[src/rtl/pe_fp32_sched_if.sv]
// Request, PE drive and result bundle for the FP32 dot-product issue controller.
// Pure wiring, no latency.
// Backpressure is carried by in_ready on the request side and res_ready on the result side.
interface pe_fp32_sched_if #(
  parameter int ID_W = 4
);
  logic            in_valid;
  logic            in_ready;
  logic [159:0]    in_a;
  logic [159:0]    in_b;
  logic [ID_W-1:0] in_id;
  logic [159:0]    pe_a;
  logic [159:0]    pe_b;
  logic            pe_clk_cntr;
  logic [31:0]     pe_out;
  logic            res_valid;
  logic            res_ready;
  logic [31:0]     res_data;
  logic [ID_W-1:0] res_id;
  logic            busy;

  // Environment side: supplies requests and PE results, consumes results.
  modport master (
    output in_valid, in_a, in_b, in_id, pe_out, res_ready,
    input  in_ready, pe_a, pe_b, pe_clk_cntr, res_valid, res_data, res_id, busy
  );

  // Controller side.
  modport slave (
    input  in_valid, in_a, in_b, in_id, pe_out, res_ready,
    output in_ready, pe_a, pe_b, pe_clk_cntr, res_valid, res_data, res_id, busy
  );
endinterface

[src/rtl/pe_fp32_sched.sv]
// Issue controller and in-order result buffer for the 5-lane FP32 dot-product PE.
// Latency: request accepted in cycle c gives res_valid in c+7 (empty FIFO); one request per 2 cycles.
// Backpressure: in_ready drops in BEAT0 and whenever queued + in-flight results would exceed the FIFO.
module pe_fp32_sched #(
  parameter int FIFO_DEPTH = 4,
  parameter int ID_W       = 4,
  parameter int PE_LAT     = 5
) (
  input logic            clk,
  input logic            rst,
  pe_fp32_sched_if.slave bus
);
  localparam int PW = $clog2(FIFO_DEPTH);
  localparam int CW = PW + 1;
  localparam int SW = CW + 1;

  typedef enum logic [1:0] {IDLE = 2'd0, BEAT0 = 2'd1, BEAT1 = 2'd2} state_t;

  state_t          state_q, state_d;
  logic [159:0]    pe_a_q, pe_a_d;
  logic [159:0]    pe_b_q, pe_b_d;
  logic            pe_clk_cntr_q, pe_clk_cntr_d;
  logic [ID_W-1:0] id_q, id_d;

  logic [PE_LAT-1:0] trk_vld_q, trk_vld_d;
  logic [ID_W-1:0]   trk_id_q [PE_LAT];
  logic [ID_W-1:0]   trk_id_d [PE_LAT];

  logic [CW-1:0]   inflight_q, inflight_d;
  logic [CW-1:0]   fifo_count_q, fifo_count_d;
  logic [PW-1:0]   wr_ptr_q, wr_ptr_d;
  logic [PW-1:0]   rd_ptr_q, rd_ptr_d;
  logic [31:0]     mem_dat_q [FIFO_DEPTH];
  logic [31:0]     mem_dat_d [FIFO_DEPTH];
  logic [ID_W-1:0] mem_id_q  [FIFO_DEPTH];
  logic [ID_W-1:0] mem_id_d  [FIFO_DEPTH];

  logic credit_ok, in_rdy, accept, push, pop, res_vld, fifo_full;

  // Handshake qualifiers: a request needs a free slot counting both queued and in-flight results.
  always_comb begin
    credit_ok = ({1'b0, fifo_count_q} + {1'b0, inflight_q}) < SW'(FIFO_DEPTH);
    in_rdy    = !rst && (state_q != BEAT0) && credit_ok;
    accept    = bus.in_valid && in_rdy;
    push      = trk_vld_q[PE_LAT-1];
    res_vld   = (fifo_count_q != '0);
    pop       = res_vld && bus.res_ready;
    fifo_full = (fifo_count_q == CW'(FIFO_DEPTH));
  end

  // Issue FSM next state; operands and tag load only on accept so they hold across both beats.
  always_comb begin
    state_d = state_q;
    pe_a_d  = pe_a_q;
    pe_b_d  = pe_b_q;
    id_d    = id_q;
    case (state_q)
      IDLE:    if (accept) state_d = BEAT0;
      BEAT0:   state_d = BEAT1;
      BEAT1:   state_d = accept ? BEAT0 : IDLE;
      default: state_d = IDLE;
    endcase
    if (accept) begin
      pe_a_d = bus.in_a;
      pe_b_d = bus.in_b;
      id_d   = bus.in_id;
    end
    pe_clk_cntr_d = (state_d == BEAT1);
  end

  // Tracker mirrors the PE pipeline: an entry enters on each first beat and reaches the tail with its result.
  always_comb begin
    trk_vld_d   = {trk_vld_q[PE_LAT-2:0], state_q == BEAT0};
    trk_id_d[0] = id_q;
    for (int i = 1; i < PE_LAT; i++) trk_id_d[i] = trk_id_q[i-1];
    inflight_d = inflight_q;
    case ({accept, push})
      2'b10:   inflight_d = inflight_q + CW'(1);
      2'b01:   inflight_d = inflight_q - CW'(1);
      default: inflight_d = inflight_q;
    endcase
  end

  // Result FIFO: capture from the PE at the tracker tail, release in order at the head.
  always_comb begin
    mem_dat_d    = mem_dat_q;
    mem_id_d     = mem_id_q;
    wr_ptr_d     = wr_ptr_q;
    rd_ptr_d     = rd_ptr_q;
    fifo_count_d = fifo_count_q;
    if (push) begin
      mem_dat_d[wr_ptr_q] = bus.pe_out;
      mem_id_d[wr_ptr_q]  = trk_id_q[PE_LAT-1];
      wr_ptr_d            = wr_ptr_q + PW'(1);
    end
    if (pop) rd_ptr_d = rd_ptr_q + PW'(1);
    case ({push, pop})
      2'b10:   fifo_count_d = fifo_count_q + CW'(1);
      2'b01:   fifo_count_d = fifo_count_q - CW'(1);
      default: fifo_count_d = fifo_count_q;
    endcase
  end

  // All state registers; reset also drops tracker entries so stale PE results are never captured.
  always_ff @(posedge clk or posedge rst) begin
    if (rst) begin
      state_q       <= IDLE;
      pe_a_q        <= '0;
      pe_b_q        <= '0;
      pe_clk_cntr_q <= 1'b0;
      id_q          <= '0;
      trk_vld_q     <= '0;
      for (int i = 0; i < PE_LAT; i++) trk_id_q[i] <= '0;
      inflight_q    <= '0;
      fifo_count_q  <= '0;
      wr_ptr_q      <= '0;
      rd_ptr_q      <= '0;
      for (int i = 0; i < FIFO_DEPTH; i++) begin
        mem_dat_q[i] <= '0;
        mem_id_q[i]  <= '0;
      end
    end else begin
      state_q       <= state_d;
      pe_a_q        <= pe_a_d;
      pe_b_q        <= pe_b_d;
      pe_clk_cntr_q <= pe_clk_cntr_d;
      id_q          <= id_d;
      trk_vld_q     <= trk_vld_d;
      trk_id_q      <= trk_id_d;
      inflight_q    <= inflight_d;
      fifo_count_q  <= fifo_count_d;
      wr_ptr_q      <= wr_ptr_d;
      rd_ptr_q      <= rd_ptr_d;
      mem_dat_q     <= mem_dat_d;
      mem_id_q      <= mem_id_d;
    end
  end

  // Credits make a capture into a full FIFO impossible; flag it if it ever happens.
  a_no_overflow: assert property (@(posedge clk) disable iff (rst) push |-> !fifo_full);

  assign bus.in_ready    = in_rdy;
  assign bus.pe_a        = pe_a_q;
  assign bus.pe_b        = pe_b_q;
  assign bus.pe_clk_cntr = pe_clk_cntr_q;
  assign bus.res_valid   = res_vld;
  assign bus.res_data    = res_vld ? mem_dat_q[rd_ptr_q] : 32'd0;
  assign bus.res_id      = res_vld ? mem_id_q[rd_ptr_q] : '0;
  assign bus.busy        = (state_q != IDLE) || (inflight_q != '0) || (fifo_count_q != '0);
endmodule

[src/flat_wrapper.sv]
// flat-port wrapper written by rule: the top's interface ports become plain ports
module pe_fp32_sched_flat 
#(
  parameter int FIFO_DEPTH = 4,
  parameter int ID_W       = 4,
  parameter int PE_LAT     = 5
)
  (clk, rst, bus_in_valid, bus_in_a, bus_in_b, bus_in_id, bus_pe_out, bus_res_ready, bus_in_ready, bus_pe_a, bus_pe_b, bus_pe_clk_cntr, bus_res_valid, bus_res_data, bus_res_id, bus_busy);
  pe_fp32_sched_if #(.ID_W(ID_W)) bus_i ();
  input logic clk;
  input logic rst;
  input wire logic [$bits(bus_i.in_valid)-1:0] bus_in_valid;
  input wire logic [$bits(bus_i.in_a)-1:0] bus_in_a;
  input wire logic [$bits(bus_i.in_b)-1:0] bus_in_b;
  input wire logic [$bits(bus_i.in_id)-1:0] bus_in_id;
  input wire logic [$bits(bus_i.pe_out)-1:0] bus_pe_out;
  input wire logic [$bits(bus_i.res_ready)-1:0] bus_res_ready;
  output wire logic [$bits(bus_i.in_ready)-1:0] bus_in_ready;
  output wire logic [$bits(bus_i.pe_a)-1:0] bus_pe_a;
  output wire logic [$bits(bus_i.pe_b)-1:0] bus_pe_b;
  output wire logic [$bits(bus_i.pe_clk_cntr)-1:0] bus_pe_clk_cntr;
  output wire logic [$bits(bus_i.res_valid)-1:0] bus_res_valid;
  output wire logic [$bits(bus_i.res_data)-1:0] bus_res_data;
  output wire logic [$bits(bus_i.res_id)-1:0] bus_res_id;
  output wire logic [$bits(bus_i.busy)-1:0] bus_busy;
  assign bus_i.in_valid = bus_in_valid;
  assign bus_i.in_a = bus_in_a;
  assign bus_i.in_b = bus_in_b;
  assign bus_i.in_id = bus_in_id;
  assign bus_i.pe_out = bus_pe_out;
  assign bus_i.res_ready = bus_res_ready;
  assign bus_in_ready = bus_i.in_ready;
  assign bus_pe_a = bus_i.pe_a;
  assign bus_pe_b = bus_i.pe_b;
  assign bus_pe_clk_cntr = bus_i.pe_clk_cntr;
  assign bus_res_valid = bus_i.res_valid;
  assign bus_res_data = bus_i.res_data;
  assign bus_res_id = bus_i.res_id;
  assign bus_busy = bus_i.busy;
  pe_fp32_sched #(.FIFO_DEPTH(FIFO_DEPTH), .ID_W(ID_W), .PE_LAT(PE_LAT)) u_core (.clk(clk), .rst(rst), .bus(bus_i));
endmodule
[config.mk]
export PLATFORM = sky130hd
export DESIGN_NAME = pe_fp32_sched_flat
export DESIGN_NICKNAME = d
export VERILOG_FILES = /design/src/rtl/pe_fp32_sched_if.sv /design/src/rtl/pe_fp32_sched.sv /design/src/flat_wrapper.sv
export SDC_FILE = /design/constraint.sdc
export NUM_CORES = 1
export LEC_CHECK = 0
export CORE_AREA = 2 2 283 285
export DETAILED_ROUTE_END_ITERATION = 7
export DIE_AREA = 0 0 285 287
export PLACE_DENSITY = 0.63
export SETUP_SLACK_MARGIN = 0.02
export SYNTH_ARGS = -nofsm -noshare
export SYNTH_HDL_FRONTEND = slang
export SYNTH_SLANG_ARGS = --single-unit
[constraint.sdc]
create_clock -name clk -period 20.2 [get_ports clk]
set_clock_uncertainty 0.15 [all_clocks]
set_input_delay 2.02 -clock clk [delete_from_list [all_inputs] [get_ports clk]]
set_output_delay 2.02 -clock clk [all_outputs]
set_load 0.005 [all_outputs]
==> summary.txt <==
Status
  • Status: completed

GRT
  • GR Util All Layers: 0.1555
  • Global-route wire length before repair: 95160 µm
  • Initial antenna violation count: 19
  • Vias in the first global route: 13.98k
  • Total gr overflow: 0
  • Largest net degree at the start of global routing: 171

Setup path
  • Crit start category: primary input
  • Worst Path Required: 18.03 ns
  • CP most frequent cell: clkdlybuf4s50_1
  • Worst Setup End Kind: output pin
  • Max incr delay on CP: 0.54 ns
  • Max stage delay cell, worst path: clkdlybuf4s50_1
  • Crit Path Class: primary input to output pin
  • Worst EP arrival: 3.68 ns
  • Worst path cell trace: clkdlybuf4s50_1 -> nor4_2 -> and3_1 -> clkdlybuf4s50_1
  • Crit-path max FO: 2

Timing
  • Total Neg Setup Slack: 0 ns
  • Slew headroom: 0.1814
  • Pins Over Slew Limit: 0
  • RSZ-0062 raised after global routing: no
  • WHS: 0.1922 ns
  • Fmax: 170.9 MHz
  • Worst-Margin Slew: 1.228 ns
  • Setup violators final: 0
  • Fin. Hold Viols: 0
  • Tmin final: 5.851 ns
  • Tcrit/Tclk final: 0.2897

Finish
  • Layout fillers: 7282
  • Commonest cells after routing, fill and taps aside: 719 x clkdlybuf4s50_1, 502 x dfrtp_1, 249 x mux2_4
  • Share of cells above drive strength 1: 0.3183
  • Final net count: 2257
  • Final instance area: 30810 µm²
  • Most common cell after layout, fill and taps aside: clkdlybuf4s50_1
  • Area Growth Syn to Fin: 48.76%

Drt
  • Avg Vias per Cell: 4.214
  • Post-DRT Antenna Nets: 0
  • DR WL/cell: 22.02 µm
  • DRC errors left: 0
  • Starting DRT DRC Count: 416
  • Drt pass-1 iters: 4
  • Total Wirelength: 65710 µm
  • Vias: 12.58k

Logic synthesis
  • Post-Syn Area per Cell: 17.92 µm²
  • Ys flop type: dfrtp_1
  • Synth Area in XOR/XNOR: 0.003805
  • Net Count, Synth: 1526
  • Seq cells post-synth: 504
  • FFs w/ async S/R, synth: 1.000
  • Post-synth EDFFs: 0
  • Post-synthesis adder-cell area fraction: 0.006765
  • Synth warn: 0
  • Mux cell area share after synthesis: 0.3397
  • Post-synthesis sequential area ratio: 0.6089
  • Largest family of logic cells by synthesized area: multiplexers
  • Netlist Area Pre-Place: 20710 µm²
  • Post-Synth Simple-Gate Area: 0.01583
  • Syn Inst Count: 1156
  • Unique masters post-synth: 27
  • Synth Area in Compound Gates: 0.0002416

Hold path
  • Hold Crit Class: flop to flop

Floorplanning
  • Core Region: 78610 µm²
  • Die area: 81800 µm²
  • Initial Utilization: 0.2635
  • Row count: 103
  • Die Ht: 287 µm
  • Chip Width: 285 µm
  • Number of I/O pins: 720

Pwr
  • Static Leakage: 13.70 nW
  • PwrDens: 163.8 nW/µm²
  • Largest vdd supply drop: 0.08245 mV

Placed design
  • Area after DPL: 28900 µm²
  • Global placement routability congestion: 0.8217
  • PortBufs: 719
  • DP HPWL: 48390 µm

CTS
  • H-tree levels: 2
  • Number of hold buffers added after cts: 0
  • Post_cts resized: 0
  • Clock Path Buffers: 3
  • Num CTS Buffers: 57
  • Clock Pin Slew Worst Setup and Hold Paths: 0.06 ns
  • Clk_lat worst skew: 0.62 ns
  • CTS tree: yes
  • Clk sink count: 504
  • Root Driver: clkbuf_16
  • Setup bufs post-CTS: 0

Job
  • Max-cap violation count: 0
## registers in the layout (all words and copies together), names as in the netlist
name / cells
u_core.id_q: 4
u_core.wr_ptr_q: 2
u_core.mem_dat_q: 128
u_core.trk_id_d: 16
u_core.trk_id_q: 4
u_core.inflight_q: 3
u_core.trk_vld_q: 5
u_core.mem_id_q: 16
u_core.bus.pe_b: 160
u_core.rd_ptr_q: 2
u_core.fifo_count_q: 3
u_core.state_q: 1
u_core.bus.pe_a: 160
## worst max-delay path, delay by kind of cell
kind,cells,cell delay (ns)
buffers and inverters,2,1.06
AND/OR/NAND/NOR,2,0.60
## logic make-up (layout without fill, tap and decap cells)
logic type                 Yosys count  count (layout)
adders and majority gates           10              10
AOI/OAI and AO/OA                    1               1
and+or+nand+nor                     54              54
DFF                                504             504
other                                0               2
muxes                              506             506
xor gates and xnor gates             9               9
buffers and inverters               72             848
## cell type report
cell class | count | area, µm² | area share
antenna | 2 | 5.005 | 0.0001624
clock buffer | 83 | 1634 | 0.05303
clock inverter | 21 | 272.8 | 0.008852
inverter | 11 | 48.80 | 0.001584
multi-input combinational | 580 | 7597 | 0.2466
sequential | 504 | 12610 | 0.4094
tap | 1050 | 1314 | 0.04264
timing repair buffer | 733 | 7327 | 0.2378
## synthesized netlist by cell type (all sizes together), types with 2 or more instances
library cell | n | share of area
nand2 | 5 | 0.00091
and2 | 37 | 0.011
fa | 2 | 0.0019
mux2i | 2 | 0.00097
buf | 55 | 0.022
nor2 | 2 | 0.00036
clkbuf | 6 | 0.0011
mux2 | 468 | 0.30
inv | 11 | 0.0020
mux4 | 36 | 0.039
nand3 | 2 | 0.00048
ha | 8 | 0.0048
dfrtp | 504 | 0.61
xor2 | 6 | 0.0025
xnor2 | 3 | 0.0013
or3 | 2 | 0.00060
## metrics by stage
stage          std cells    util  power [mW]  setup slack [ns]
2_1_floorplan       1156       -       2.839             3.957
3_3_place_gp        2878  0.3676       3.981             14.32
3_5_place_dp        2878  0.3676       4.045             14.36
4_1_cts             2982  0.3919       5.138             14.35
5_1_grt             2983  0.3919       5.319             14.30
6_report            2984  0.3920       5.049             14.35
## worst paths after layout
| check | slack [ns] | from | endpoint | cells past startpoint |
|---|---|---|---|---|
| setup reg to reg | 16.58 | u_core.fifo_count_q[1]$_DFFE_PP0P_ | u_core.bus.pe_a[96]$_DFFE_PP0P_ | 6 |
| hold / removal | 0.19 | u_core.trk_id_d[8]$_DFF_PP0_ | u_core.trk_id_d[4]$_DFF_PP0_ | 0 |
| max in group asynchronous | 15.53 | rst | u_core.bus.pe_b[102]$_DFFE_PP0P_ | 4 |
| setup / recovery | 14.35 | rst | bus_in_ready | 4 |
| hold reg to reg | 0.19 | u_core.trk_id_d[8]$_DFF_PP0_ | u_core.trk_id_d[4]$_DFF_PP0_ | 0 |
| min in group asynchronous | 1.94 | rst | u_core.state_q[0]$_DFF_PP0_ | 2 |
## routing by layer
metal	share of wire	global-route usage	vias up
li1	-	-	5564
met2	0.50	0.2683	426
met3	0.074	0.05048	154
met1	0.37	0.1751	6404
met4	0.049	0.07055	28
met5	0.0028	0	-
## power by group
part | switching (mW) | internal (mW)
registers | 0.317 | 1.52
clock network | 0.438 | 0.615
logic | 0.677 | 1.48
total | 1.43 | 3.62
Note: power is estimated with default switching activity, not from simulation.
